$ cat src/rtl/pzbcm_sram_read_buffer.sv
`timescale 1ns/1ps
// Read front end for a banked fixed-latency SRAM: issues bank strobes, tracks in-flight reads
// and captures returned data into a credit-protected response FIFO.
module pzbcm_sram_read_buffer #(
   parameter int WORDS        = 1024,
   parameter int DATA_WIDTH   = 32,
   parameter int BANKS        = 1,
   parameter int BANK_LSB     = 0,
   parameter int READ_LATENCY = 1,
   parameter int DEPTH        = READ_LATENCY + 1,
   localparam int AW = (WORDS > 1) ? $clog2(WORDS) : 1,
   localparam int BW = (BANKS > 1) ? $clog2(BANKS) : 1,
   localparam int PW = ((WORDS / BANKS) > 1) ? $clog2(WORDS / BANKS) : 1
) (
   input  logic                        i_clk,
   input  logic                        i_rst_n,
   input  logic                        i_req_valid,
   output logic                        o_req_ready,
   input  logic [AW-1:0]               i_req_address,
   output logic [BANKS-1:0]            o_sram_read,
   output logic [PW-1:0]               o_sram_address,
   input  logic [BANKS*DATA_WIDTH-1:0] i_sram_rdata,
   output logic                        o_rsp_valid,
   input  logic                        i_rsp_ready,
   output logic [DATA_WIDTH-1:0]       o_rsp_data,
   output logic                        o_busy
);

   localparam int CW   = $clog2(DEPTH + 1);
   localparam int PTRW = (DEPTH > 1) ? $clog2(DEPTH) : 1;

   logic [BW-1:0]           req_bank;
   logic [PW-1:0]           req_ptr;
   logic                    accept;
   logic                    pop;
   logic                    fifo_write;
   logic [DATA_WIDTH-1:0]   fifo_wdata;

   logic [CW-1:0]           count_q, count_d;
   logic [CW-1:0]           fill_q, fill_d;
   logic [PTRW-1:0]         wr_ptr_q, wr_ptr_d;
   logic [PTRW-1:0]         rd_ptr_q, rd_ptr_d;
   logic [READ_LATENCY-1:0] pipe_valid_q, pipe_valid_d;
   logic [BW-1:0]           pipe_bank_q [READ_LATENCY];
   logic [BW-1:0]           pipe_bank_d [READ_LATENCY];
   logic [DATA_WIDTH-1:0]   mem_q [DEPTH];
   logic [DATA_WIDTH-1:0]   mem_d [DEPTH];

   function automatic logic [PTRW-1:0] ptr_inc(input logic [PTRW-1:0] p);
      return (p == PTRW'(DEPTH - 1)) ? '0 : p + PTRW'(1);
   endfunction

   if (BANKS == 1) begin : g_single_bank
      assign req_bank = '0;
      assign req_ptr  = i_req_address[PW-1:0];
   end else if (BANK_LSB != 0) begin : g_bank_lsb
      assign req_bank = i_req_address[BW-1:0];
      assign req_ptr  = i_req_address[BW +: PW];
   end else begin : g_bank_msb
      assign req_bank = i_req_address[AW-1 -: BW];
      assign req_ptr  = i_req_address[PW-1:0];
   end

   // Credits cover every read from strobe to pop, so a FIFO write always finds a free slot.
   assign o_req_ready    = (count_q < CW'(DEPTH));
   assign accept         = i_req_valid & o_req_ready & i_rst_n;
   assign o_sram_address = req_ptr;
   assign o_rsp_valid    = (fill_q != '0);
   assign o_rsp_data     = mem_q[rd_ptr_q];
   assign pop            = o_rsp_valid & i_rsp_ready;
   assign o_busy         = (count_q != '0);
   assign fifo_write     = pipe_valid_q[READ_LATENCY-1];

   // NOTE: every variable written in an always_comb gets a default first, so no latch is inferred.
   always_comb begin
      o_sram_read = '0;
      for (int b = 0; b < BANKS; b++) begin
         o_sram_read[b] = accept && (req_bank == BW'(b));
      end
   end

   always_comb begin
      fifo_wdata = '0;
      for (int b = 0; b < BANKS; b++) begin
         if (pipe_bank_q[READ_LATENCY-1] == BW'(b)) begin
            fifo_wdata = i_sram_rdata[b*DATA_WIDTH +: DATA_WIDTH];
         end
      end
   end

   always_comb begin
      pipe_valid_d    = pipe_valid_q;
      pipe_bank_d     = pipe_bank_q;
      pipe_valid_d[0] = accept;
      pipe_bank_d[0]  = req_bank;
      for (int i = 1; i < READ_LATENCY; i++) begin
         pipe_valid_d[i] = pipe_valid_q[i-1];
         pipe_bank_d[i]  = pipe_bank_q[i-1];
      end

      count_d = count_q;
      if (accept && !pop) begin
         count_d = count_q + CW'(1);
      end else if (!accept && pop) begin
         count_d = count_q - CW'(1);
      end

      mem_d    = mem_q;
      wr_ptr_d = wr_ptr_q;
      rd_ptr_d = rd_ptr_q;
      fill_d   = fill_q;
      if (fifo_write) begin
         mem_d[wr_ptr_q] = fifo_wdata;
         wr_ptr_d        = ptr_inc(wr_ptr_q);
      end
      if (pop) begin
         rd_ptr_d = ptr_inc(rd_ptr_q);
      end
      if (fifo_write && !pop) begin
         fill_d = fill_q + CW'(1);
      end else if (!fifo_write && pop) begin
         fill_d = fill_q - CW'(1);
      end
   end

   // NOTE: state flops use non-blocking assignments so every flop samples pre-edge values.
   always_ff @(posedge i_clk or negedge i_rst_n) begin
      if (!i_rst_n) begin
         count_q      <= '0;
         fill_q       <= '0;
         wr_ptr_q     <= '0;
         rd_ptr_q     <= '0;
         pipe_valid_q <= '0;
         for (int i = 0; i < READ_LATENCY; i++) begin
            pipe_bank_q[i] <= '0;
         end
         // NOTE: storage is reset because o_rsp_data shows the head entry directly and must read 0 out of reset.
         for (int d = 0; d < DEPTH; d++) begin
            mem_q[d] <= '0;
         end
      end else begin
         count_q      <= count_d;
         fill_q       <= fill_d;
         wr_ptr_q     <= wr_ptr_d;
         rd_ptr_q     <= rd_ptr_d;
         pipe_valid_q <= pipe_valid_d;
         pipe_bank_q  <= pipe_bank_d;
         mem_q        <= mem_d;
      end
   end

   fifo_no_overflow_a: assert property (
      @(posedge i_clk) disable iff (!i_rst_n) fifo_write |-> (fill_q < CW'(DEPTH))
   );

endmodule

$ cat config.mk
export PLATFORM = sky130hd
export DESIGN_NAME = pzbcm_sram_read_buffer
export DESIGN_NICKNAME = d
export VERILOG_FILES = /design/src/rtl/pzbcm_sram_read_buffer.sv
export SDC_FILE = /design/constraint.sdc
export NUM_CORES = 1
export LEC_CHECK = 0
export BUFFER_PORTS_ARGS = -buffer_cell sky130_fd_sc_hd__buf_2
export CORE_AREA = 2 2 107 109
export DETAILED_ROUTE_END_ITERATION = 10
export DIE_AREA = 0 0 109 111
export HOLD_SLACK_MARGIN = 0.02
export PLACE_DENSITY = 0.5
export SYNTH_ARGS = -nofsm -noshare
export SYNTH_HDL_FRONTEND = slang
export SYNTH_SLANG_ARGS = --single-unit
$ cat constraint.sdc
create_clock -name i_clk -period 1.6 [get_ports i_clk]
set_input_delay 0.16 -clock i_clk [delete_from_list [all_inputs] [get_ports i_clk]]
set_output_delay 0.16 -clock i_clk [all_outputs]
set_load 0.005 [all_outputs]
# After elaboration in Yosys (flattened, before gate mapping)
# Index checks and enable logic that the tools add are counted.
# totals
reg_bits,71
in_bits,46
elab_cells,46
# op_classes
add_sub_neg,6
n_lt_le_gt_ge,4
mux,12
n_bitwise,5
n_reduce_logical,12
# op_table
op,n
$mux 32,4
$bwmux 64,1
$demux 32 s1,1
$mux 2,4
$reduce_bool 2->1,4
$logic_and 1x1->1,5
$add 2x1->2 const B,2
$ge 2x2->1 const B,2
$not 1->2,2
$sub 2x1->2 const B,2
$and 1x1->1,3
$logic_not 1->1,3
$add 1x1->1 const B,2
$lt 2x1->1 const B,1
$lt 2x2->1 const B,1
$mux 1,2

# Depth between registers and ports, before layout
# Gate-level depths: netlist (run 1).
# logic_depth
depth_word,7
mapped_depth,6

# Least setup slack after synthesis (run 1)
# No wires, ideal clock.
# synth_path
path_kind,flip-flop to flip-flop
from,reg fill_q[0]
to,reg fill_q[1]
arrival_time_ps,1304
t_required_ps,1475
path_slack_ps,171
stages_incl_launch_ff,7
path_buffers,0
synth_period_minus_slack_ps,1429
path_cell_list,dfrtp_1 > or2_2 > nand2_1 > ha_1 > xor2_1 > nor2_1 > xor2_1
# synth_via
elab_chain_cells,5
elab_cells_between_ends,10
cone_classes,2 x add/sub; 2 x mux; 1 x bitwise; 5 x reduce/logical
# synth_rtl
item,line_no,rtl
"start, declared",40,"logic [CW-1:0] fill_q, fill_d;"
"start signal, assigned",143,fill_q <= fill_d;
$reduce_bool 2->1 (*),68,assign o_rsp_valid = (fill_q != '0);
named net o_rsp_valid,23,"output logic o_rsp_valid,"
$and 1x1->1 (*),70,assign pop = o_rsp_valid & i_rsp_ready;
$logic_not 1->1,119,if (fifo_write && !pop) begin
$logic_and 1x1->1,119,
$mux 2 or $reduce_bool 2->1 (tied branches),--,
# The timed path passes the listed nets; every way through them passes the cells marked *. The select of a mux whose other input is x is not followed.
# A chain may end at the register's enable or synchronous reset.

# Worst setup path in the final report (run 1)
# layout_path
from,reg rd_ptr_q
to,out o_rsp_data[31]
# layout_via
elab_chain_cells,4
# layout_rtl
item,line_no,rtl
"start, declared",42,"logic [PTRW-1:0] rd_ptr_q, rd_ptr_d;"
"start signal, assigned",145,rd_ptr_q <= rd_ptr_d;
$not 1->2 (not written as such),69,assign o_rsp_data = mem_q[rd_ptr_q];
$mux 32 (not written as such) (3 in series),69,
"end, declared",25,"output logic [DATA_WIDTH-1:0] o_rsp_data,"
# Every way passes these cells. The select of a mux whose other input is x is not followed.

==> results of run 1 <==
-- report_power, final --
part / switching, W / internal (W) / leakage [nW]
clock: 0.000725 / 0.00119 / 0.133
combinational: 0.0000666 / 0.0000665 / 0.994
sequential: 0.0000178 / 0.00184 / 0.911
-- cell families after synthesis --
logic type    share of synthesized area
xor+xnor                         0.0220
fa+ha+maj                       0.00785
buf+inv                          0.0511
flops                             0.558
mux                               0.349
simple gates                     0.0126
-- layout make-up --
cell class,count,share of cell area
repair buffers,80,0.125
clock buffers,9,0.0559
flip-flops and latches,71,0.441
well taps,143,0.0444
clock inverters,6,0.0155
inverters,1,0.000931
multi-input cells,114,0.317
-- worst paths after layout --
| kind | start | end | slack (ns) | cells after the start |
|---|---|---|---|---|
| worst min register to register | fill_q[1] | fill_q[1] | 0.46 | 1 |
| max in group asynchronous | i_rst_n | mem_q[19] | 0.78 | 3 |
| worst max register to register | fill_q[0] | fill_q[1] | 0.13 | 6 |
| worst min-delay path | i_sram_rdata[13] | mem_q[45] | 0.08 | 2 |
| worst max-delay path | rd_ptr_q | o_rsp_data[31] | 0.05 | 3 |
| min in group asynchronous | i_rst_n | mem_q[41] | 0.18 | 2 |
-- sequential cells by signal, indices dropped and copies added, names as in the netlist --
signal / flops
fill_q: 2
mem_q: 64
count_q: 2
wr_ptr_q: 1
fifo_write: 1
rd_ptr_q: 1
-- timing repair --
action	in CTS	in global routing
endpoints found under the setup margin	11	34
pin swaps	0	0
hold endpoints to repair	71	0
resized for setup	6	2
hold buffers	1	0
-- Yosys cell counts --
master and n:
mux2_2 88, dfrtp_1 71, buf_4 10, mux2_4 8, buf_2 7, xnor2_1 4
xor2_1 4, buf_6 3, ha_1 2, nand2_1 2, nor2_1 2, or2_2 2
and3_1 1, buf_8 1, inv_1 1, nor2b_1 1
-- metal layers --
layer | global-route usage | vias to the layer above | routed length (microns)
met2 | 0.171 | 57 | 2820
li1 | - | 850 | -
met4 | 0.0410 | 0 | 61
met5 | 0 | - | 0
met1 | 0.132 | 932 | 2800
met3 | 0.0435 | 6 | 399
-- metrics by stage --
step | area [sq um] | cells | power [W] | utilization
finish | 4030 | 424 | 0.00390 | 0.364
global route | 4030 | 424 | 0.00409 | 0.364
CTS | 4030 | 424 | 0.00399 | 0.363
detailed placement | 3710 | 408 | 0.00202 | 0.335
global placement | 3710 | 408 | 0.00202 | 0.335
floorplan | 3190 | 207 | 0.00194 | -
==> run metrics, run 1 <==
status=complete, no violations; Initial Util=0.288; die area=0.0121 sq mm; Crit. End Element=primary output; Root Buffer=clkbuf_16; first-pass GRT wire length=between 9 and 10 mm; Synth area leader=dfrtp_1; Post-Syn Instances=207; Seq/Total Area, Yosys=0.558; pwr dens=969 mW/mm^2; crit path launch type=flop; routed wire length=around 6.1 mm; IO Pins=92; Mapped Nets=255; Site Rows=39; Avg Inst Size Synth=approximately 15 sq um; DRC=0; grt total ovfl=0; fraction of layout cells with a size suffix above 1=0.694; Max Clock Freq=646 MHz; synth warn=0; Critical Path Fanout Max=17; worst hold slack=approximately 0.08 ns; sequential cell area=0.00178 sq mm; most frequent cells in the layout=mux2_2 (82), dfrtp_1 (70), buf_2 (70); worst setup path class=reg2out; synthesized area=0.00319 sq mm; share of the synthesized area in the top cell type=0.558; Pleak=2.04 nW; Area growth, synth to finish=26.5%; Avg WL per Cell=between 10 and 15 microns; crit-path max cell delay=around 0.40 ns; Period minus WS final=between 1.5 and 2 ns; Worst Clk Skew=0.00501 ns; routed via count=1,845; cell family with most CP delay=flip-flops; RSZ-0062 raised after global routing=no; synthesized flop and latch total=71; most common cell after layout, fill and taps aside=mux2_2; final period utilization=0.968; H-tree levels=3; Critical Path AT=~1.4 ns; setup bufs post-CTS=0; Diodes inserted=0; post-route ant nets=0; Slew @ Worst Pin=0.453 ns; Req. time, crit path=1.44 ns; Worst-path clk slew=approximately 0.060 ns; Crit path buffers/inverters=2; Slew Limit Fails=0; Routability Congestion=0.657; FILL cells=1,038; setup ws final=around 0.05 ns; area of the multi-input gates=0.00128 sq mm; Post-Route Setup TNS=0 ns; Die X-Extent=109 microns; top cells by area, synth=dfrtp_1 (56%), mux2_2 (31%), mux2_4 (3.8%); total CTS buffers=9; endpoints failing hold=0; Max Root-Sink Buffers=2; dpl hpwl=roughly 4.2 mm; Worst slew margin=0.698; critical-path cell list=buf_12 > mux2_2 > buf_2; drt first pass iters=2; Max-Cap Viols=0; post-synthesis cell type count=16; final-report setup violation count=0; largest net degree at the start of global routing=36; Hold Crit Class=in2reg; core area=around 0.011 sq mm; total global-route track usage=0.108; routed vias/inst=around 4.4; vias in the first global route=2,015; die height=111 microns; antenna violations before repair=0; Final nets=325; # clock sinks=71; pre-CTS setup slack=0.0988 ns; Worst VDD drop=514 uV; Clk Latency, worst-skew pair=0.32 ns; # port buffers=71; initial DRC count=33; CTS tree=done; Critical-path top delay cell=dfrtp_2
No activity file was read; power rests on OpenSTA's default activity.
==> inputs of run 2 (changes only) <==
ABC_AREA = 1   (was not set)
CORE_AREA = 2 2 99 120   (was 2 2 107 109)
DIE_AREA = 0 0 101 122   (was 0 0 109 111)
PLACE_DENSITY = not set   (was 0.5)
PLACE_DENSITY_LB_ADDON = 0.3   (was not set)
==> run 2 against run 1 <==
Maximum frequency up 5.6%. Register-to-register slack better by 0.12 ns. Hold slack worse by 0.0017 ns. Global-route usage up 1.5 points. Critical path type unchanged. Highest routed layer unchanged.
==> run metrics, run 2 <==
IO Pins=92 (unchanged); Period minus WS final=1.47 ns (was 1.55 ns); Mapped Nets=443 (was 255); largest net degree at the start of global routing=72 (was 36); DRC=0 (unchanged); Clk Latency, worst-skew pair=0.33 ns (was 0.32 ns); Final nets=503 (was 325); Critical Path AT=1.31 ns (was 1.39 ns); Worst VDD drop=610 uV (was 514 uV); Worst slew margin=0.732 (was 0.698); Critical Path Fanout Max=17 (unchanged); Post-Route Setup TNS=0 ns (unchanged); Synth area leader=dfrtp_1 (unchanged); Worst Setup SP=rd_ptr_q (unchanged); Req. time, crit path=1.44 ns (about the same); fraction of layout cells with a size suffix above 1=0.248 (was 0.694); hold_sp=i_sram_rdata[30] (was i_sram_rdata[13]); routed vias/inst=4.32 (was 4.35); total global-route track usage=0.123 (was 0.108); total CTS buffers=9 (unchanged); crit path launch type=flop (unchanged); final period utilization=0.917 (was 0.968); pwr dens=2010 mW/mm^2 (was 969 mW/mm^2); setup bufs post-CTS=0 (unchanged); Avg Inst Size Synth=8.33 sq um (was 15.4 sq um); Site Rows=43 (was 39); core area=0.0113 sq mm (was 0.0111 sq mm); mux cell area share after synthesis=0 (was 0.349); synthesized flop and latch total=71 (unchanged); synthesized area=0.00329 sq mm (was 0.00319 sq mm); Layout Cells excl Fill=595 (was 424); CTS tree=done (unchanged); Diodes inserted=0 (unchanged); Max-Cap Viols=0 (unchanged); Post-Syn Instances=395 (was 207); Die X-Extent=101 microns (was 109 microns); post-synthesis cell type count=16 (unchanged); ys async rst share=1.00 (unchanged); routed via count=2,572 (was 1,845); die height=122 microns (was 111 microns); adder-cell share of the synthesized area=0.00761 (was 0.00786); Placed Instances=578 (was 408); max FFs per register=64 (unchanged); Max Root-Sink Buffers=2 (unchanged); Slew @ Worst Pin=0.403 ns (was 0.453 ns); Hold Crit Class=in2reg (unchanged); most flop-heavy register=mem_q (unchanged); Post-synth top cells=nand2_1 (177), dfrtp_1 (71), inv_1 (42) (was mux2_2 (88), dfrtp_1 (71), buf_4 (10)); Post-synth EDFFs=0 (unchanged); biggest regs=mem_q x64, count_q x2, fill_q x2 (unchanged); H-tree levels=3 (unchanged); Post-Synth XOR/XNOR Area=0.00533 (was 0.0220); grt total ovfl=0 (unchanged); area share of and/or/nand/nor cells after synthesis=0.213 (was 0.0126); most common cell after layout, fill and taps aside=nand2_1 (was mux2_2); WHS Path Cells=3 (was 2); ys flop type=dfrtp_1 (unchanged); post-synthesis compound-gate area fraction=0.124 (was 0); final-report setup violation count=0 (unchanged); Reg2Reg Depth=8 (was 6); worst setup path class=reg2out (unchanged); routed wire length=6.98 mm (was 6.08 mm); Seq/Total Area, Yosys=0.540 (was 0.558); # port buffers=71 (unchanged); Slew Limit Fails=0 (unchanged); Initial Util=0.291 (was 0.288); most frequent cells in the layout=nand2_1 (176), dfrtp_1 (71), buf_2 (70) (was mux2_2 (82), dfrtp_1 (70), buf_2 (70)); Crit. End Element=primary output (unchanged); status=complete, no violations (unchanged); Root Buffer=clkbuf_16 (unchanged); RR Startpoint=fill_q[0] (unchanged); initial DRC count=149 (was 33); Avg WL per Cell=11.7 microns (was 14.3 microns); RSZ-0062 raised after global routing=no (unchanged); top cells by area, synth=dfrtp_1 (54%), nand2_1 (20%), o21ai_2 (6.1%) (was dfrtp_1 (56%), mux2_2 (31%), mux2_4 (3.8%)); Pleak=2.22 nW (was 2.04 nW); post-route ant nets=0 (unchanged); Worst Clk Skew=0.00424 ns (was 0.00501 ns); first-pass GRT wire length=11.8 mm (was 9.98 mm); share of the synthesized area in the top cell type=0.540 (was 0.558); most frequent cell after synthesis=nand2_1 (was mux2_2); largest family of logic cells by synthesized area=simple AND/OR/NAND/NOR gates (was multiplexers); synth warn=0 (unchanged); Max Clock Freq=682 MHz (was 646 MHz); antenna violations before repair=0 (unchanged); Area growth, synth to finish=20.9% (was 26.5%); die area=0.0123 sq mm (was 0.0121 sq mm); Worst-path clk slew=0.05 ns (was 0.06 ns); endpoints failing hold=0 (unchanged); # clock sinks=71 (unchanged); drt first pass iters=4 (was 2); Routability Congestion=0.762 (was 0.657); dpl hpwl=4.51 mm (was 4.19 mm); vias in the first global route=2,504 (was 2,015)
[run 2: changes by cell type after synthesis, moves of 9 or more]
cell	change
nand2_1	+175
mux2_2	-88
inv_1	+41
o21ai_0	+32
o21ai_2	+23
o21ai_1	+9
[run 2: metal layers]
layer / wire length, microns / GRT usage / vias to the layer above
met1: 3180 / 0.161 / 1183
li1: - / - / 1321
met2: 3230 / 0.191 / 59
met3: 438 / 0.0316 / 9
met4: 131 / 0.0591 / 0
met5: 0 / 0 / -
[run 2: timing repair]
| item | in CTS | in global routing |
|---|---|---|
| hold buffers | 1 | 0 |
| hold endpoints to repair | 71 | 0 |
| endpoints found under the setup margin | 0 | 26 |
| resized for setup | 0 | 1 |
[run 2: cell families (layout without fill, tap and decap cells)]
family	after synthesis	in the layout
buf+inv	72	137
flops	71	71
xor+xnor	2	2
simple gates	184	184
compound gates	64	64
fa+ha+maj	2	2
[run 2: final timing paths]
check                                end  slack (ns)
setup / recovery           o_rsp_data[1]        0.13
hold / removal                 mem_q[62]        0.08
setup reg to reg               fill_q[1]        0.25
hold reg to reg                fill_q[1]        0.47
max in group asynchronous      mem_q[34]        0.84
min in group asynchronous       mem_q[7]        0.42
[run 2: layout make-up]
| cell class | instances | area, sq um |
|---|---|---|
| Multi-Input combinational cell | 252 | 1150 |
| Sequential cell | 71 | 1780 |
| Fill cell | 1205 | 7320 |
| Timing Repair Buffer | 79 | 449 |
| Tap cell | 135 | 169 |
| Clock buffer | 16 | 272 |
| Inverter | 42 | 158 |
[run 2: through the flow]
| stage | setup WS, ns | total power (W) | util | cell area [sq um] | hold slack, ns |
|---|---|---|---|---|---|
| finish | 0.133 | 0.00800 | 0.352 | 3980 | 0.0790 |
| global route | 0.00515 | 0.00881 | 0.352 | 3980 | 0.0806 |
| CTS | 0.0237 | 0.00816 | 0.352 | 3970 | 0.0657 |
| detailed placement | 0.257 | 0.00629 | 0.327 | 3690 | 0.256 |
| global placement | 0.318 | 0.00618 | 0.327 | 3690 | 0.250 |
| floorplan | 0.345 | 0.00510 | - | 3290 | -0.136 |
[run 2: worst max-delay path, stage by stage, from the launching register on]
cell and delay, ns:
dfrtp_1 0.38, inv_1 0.07, buf_4 0.24, nand2_1 0.07
nand2_1 0.10, buf_2 0.12
[run 2: report_power, final]
part           switching (W)  internal, W
registers           0.000450      0.00268
clock network       0.000682      0.00114
logic                0.00171      0.00133
==> inputs of run 3 (changes only) <==
GPL_TIMING_DRIVEN = 0   (was not set)
==> run 3 against run 2 <==
The flow now finishes with violations (hold timing). Non-clock buffer count grew 34. Design area is 6.6% higher. Hold slack worse by 0.23 ns. Combinational power is 8.6% higher. Maximum frequency down 2.8%. Sequential power is essentially flat.
==> run metrics, run 3 (synthesis results as in run 2) <==
Final nets=537 (was 503); die height=122 microns (unchanged); RSZ-0062 raised after global routing=yes (was no); Pleak=2.37 nW (was 2.22 nW); drt first pass iters=4 (unchanged); max FFs per register=64 (unchanged); status=finished with violations (was complete, no violations); Avg WL per Cell=12.3 microns (was 11.7 microns); Area growth, synth to finish=28.9% (was 20.9%); Worst slew margin=0.564 (was 0.732); Worst VDD drop=748 uV (was 610 uV); post-layout util=0.375 (was 0.352); final-report setup violation count=0 (unchanged); total CTS buffers=9 (unchanged); NetSw=0.00301 W (was 0.00285 W); Root Buffer=clkbuf_16 (unchanged); most common cell after layout, fill and taps aside=nand2_1 (unchanged); die area=0.0123 sq mm (unchanged); routed wire length=7.76 mm (was 6.98 mm); routed via count=2,754 (was 2,572); Period minus WS final=1.51 ns (was 1.47 ns); vias in the first global route=2,695 (was 2,504); Routability Congestion=0.726 (was 0.762); failing checks=hold timing; DRC=0 (unchanged); endpoints failing hold=71 (was 0); # port buffers=81 (was 71); Req. time, crit path=1.44 ns (about the same); Worst-path clk slew=0.06 ns (was 0.05 ns); Site Rows=43 (unchanged); Initial Util=0.291 (unchanged); fraction of layout cells with a size suffix above 1=0.302 (was 0.248); Max Clock Freq=662 MHz (was 682 MHz); Logic pwr share=0.387 (was 0.381); R2R Setup Slk=0.25 ns (about the same); biggest regs=mem_q x64, count_q x2, fill_q x2 (unchanged); IO Pins=92 (unchanged); dpl hpwl=5.39 mm (was 4.51 mm); Clk pwr share=0.247 (was 0.227); Max Root-Sink Buffers=2 (unchanged); pwr dens=2010 mW/mm^2 (about the same); Hold Crit Class=in2async (was in2reg); Slew @ Worst Pin=0.653 ns (was 0.403 ns); Int Pwr=0.00554 W (was 0.00515 W); Total Power=0.00854 W (was 0.00800 W); grt total ovfl=0 (unchanged); final period utilization=0.943 (was 0.917); Diodes inserted=0 (unchanged); first-pass GRT wire length=12.7 mm (was 11.8 mm); Crit. End Element=primary output (unchanged); worst setup path class=reg2out (unchanged); Critical Path AT=1.35 ns (was 1.31 ns); antenna violations before repair=0 (unchanged); sequential power share=0.366 (was 0.392); Die X-Extent=101 microns (unchanged); most flop-heavy register=mem_q (unchanged); Worst Clk Skew=0.00640 ns (was 0.00424 ns); core area=0.0113 sq mm (unchanged); H-tree levels=3 (unchanged); crit path launch type=flop (unchanged); routed vias/inst=4.38 (was 4.32); total global-route track usage=0.133 (was 0.123); Max-Cap Viols=0 (unchanged); most frequent cells in the layout=nand2_1 (177), buf_2 (84), dfrtp_1 (71) (was nand2_1 (176), dfrtp_1 (71), buf_2 (70)); Switching Share=0.352 (was 0.356); largest net degree at the start of global routing=73 (was 72); Slew Limit Fails=0 (unchanged); initial DRC count=173 (was 149); post-route ant nets=0 (unchanged); CTS tree=done (unchanged); # clock sinks=71 (unchanged); worst hold slack=-0.156 ns (was 0.0790 ns); Clk Latency, worst-skew pair=0.33 ns (about the same); Critical Path Fanout Max=10 (was 17)
[run 3: cell types whose count changed in the layout (fill, tap and decap cells not counted), moves of 2 or more]
| cell | change |
|---|---|
| buf_6 | +9 |
| clkinvlp_4 | +2 |
| buf_2 | +14 |
| clkinv_4 | +2 |
| buf_12 | -2 |
| clkbuf_8 | -2 |
| bufinv_16 | +2 |
| buf_4 | +9 |
[run 3: layout make-up]
| cell class | instances | area, sq um |
|---|---|---|
| Fill cell | 1214 | 7060 |
| Tap cell | 135 | 169 |
| Clock inverter | 7 | 97.6 |
| Buffer | 30 | 234 |
| Sequential cell | 71 | 1780 |
| Multi-Input combinational cell | 252 | 1150 |
| Clock buffer | 9 | 225 |
| Timing Repair Buffer | 83 | 427 |
| Inverter | 42 | 160 |
[run 3: what timing repair did]
| item | CTS | global route |
|---|---|---|
| endpoints found under the hold margin | 34 | 71 |
| setup buffers | 0 | 2 |
| gates resized for setup | 7 | 13 |
| setup endpoints to repair | 31 | 34 |
[run 3: stage by stage]
stage               instance area, sq um  worst slack [ns]   TNS (ns)  std cells
floorplan                           3290             0.345          0        395
detailed placement                  3870            -0.326     -0.522        611
global placement                    3860            -0.773      -3.09        611
CTS                                 4200           -0.0219    -0.0342        627
global route                        4240         -0.000641  -0.000641        629
finish                              4240            0.0905          0        629
[run 3: power groups by stage]
stage               registers (W)  logic, W  clock network (W)
floorplan                 0.00306   0.00205                  0
global placement          0.00312   0.00319                  0
detailed placement        0.00315   0.00325                  0
CTS                       0.00313   0.00330            0.00217
global route              0.00325   0.00381            0.00225
finish                    0.00313   0.00330            0.00211
[run 3: path summary, 6_finish.rpt]
kind	startpoint	end	depth (start not counted)
worst max-delay path	rd_ptr_q	o_rsp_data[2]	6
worst min-delay path	i_rst_n	mem_q[7]	1
worst max register to register	fill_q[0]	fill_q[1]	8
worst min register to register	mem_q[48]	mem_q[48]	2
max in group asynchronous	i_rst_n	mem_q[26]	1
min in group i_clk	i_req_valid	fifo_write	3
[run 3: metal layers]
metal / up-vias / GRT usage / part of all wire
met4: 0 / 0.0405 / 0.012
met2: 82 / 0.232 / 0.48
met5: - / 0 / 0
met1: 1273 / 0.164 / 0.44
li1: 1390 / - / -
met3: 9 / 0.0304 / 0.061
[run 3: critical path, cell delays in order (launching register included)]
cell and delay, ns:
dfrtp_1 0.35, buf_2 0.17, inv_4 0.10, buf_6 0.15, nand2_1 0.06, nand2_1 0.08
buf_2 0.12
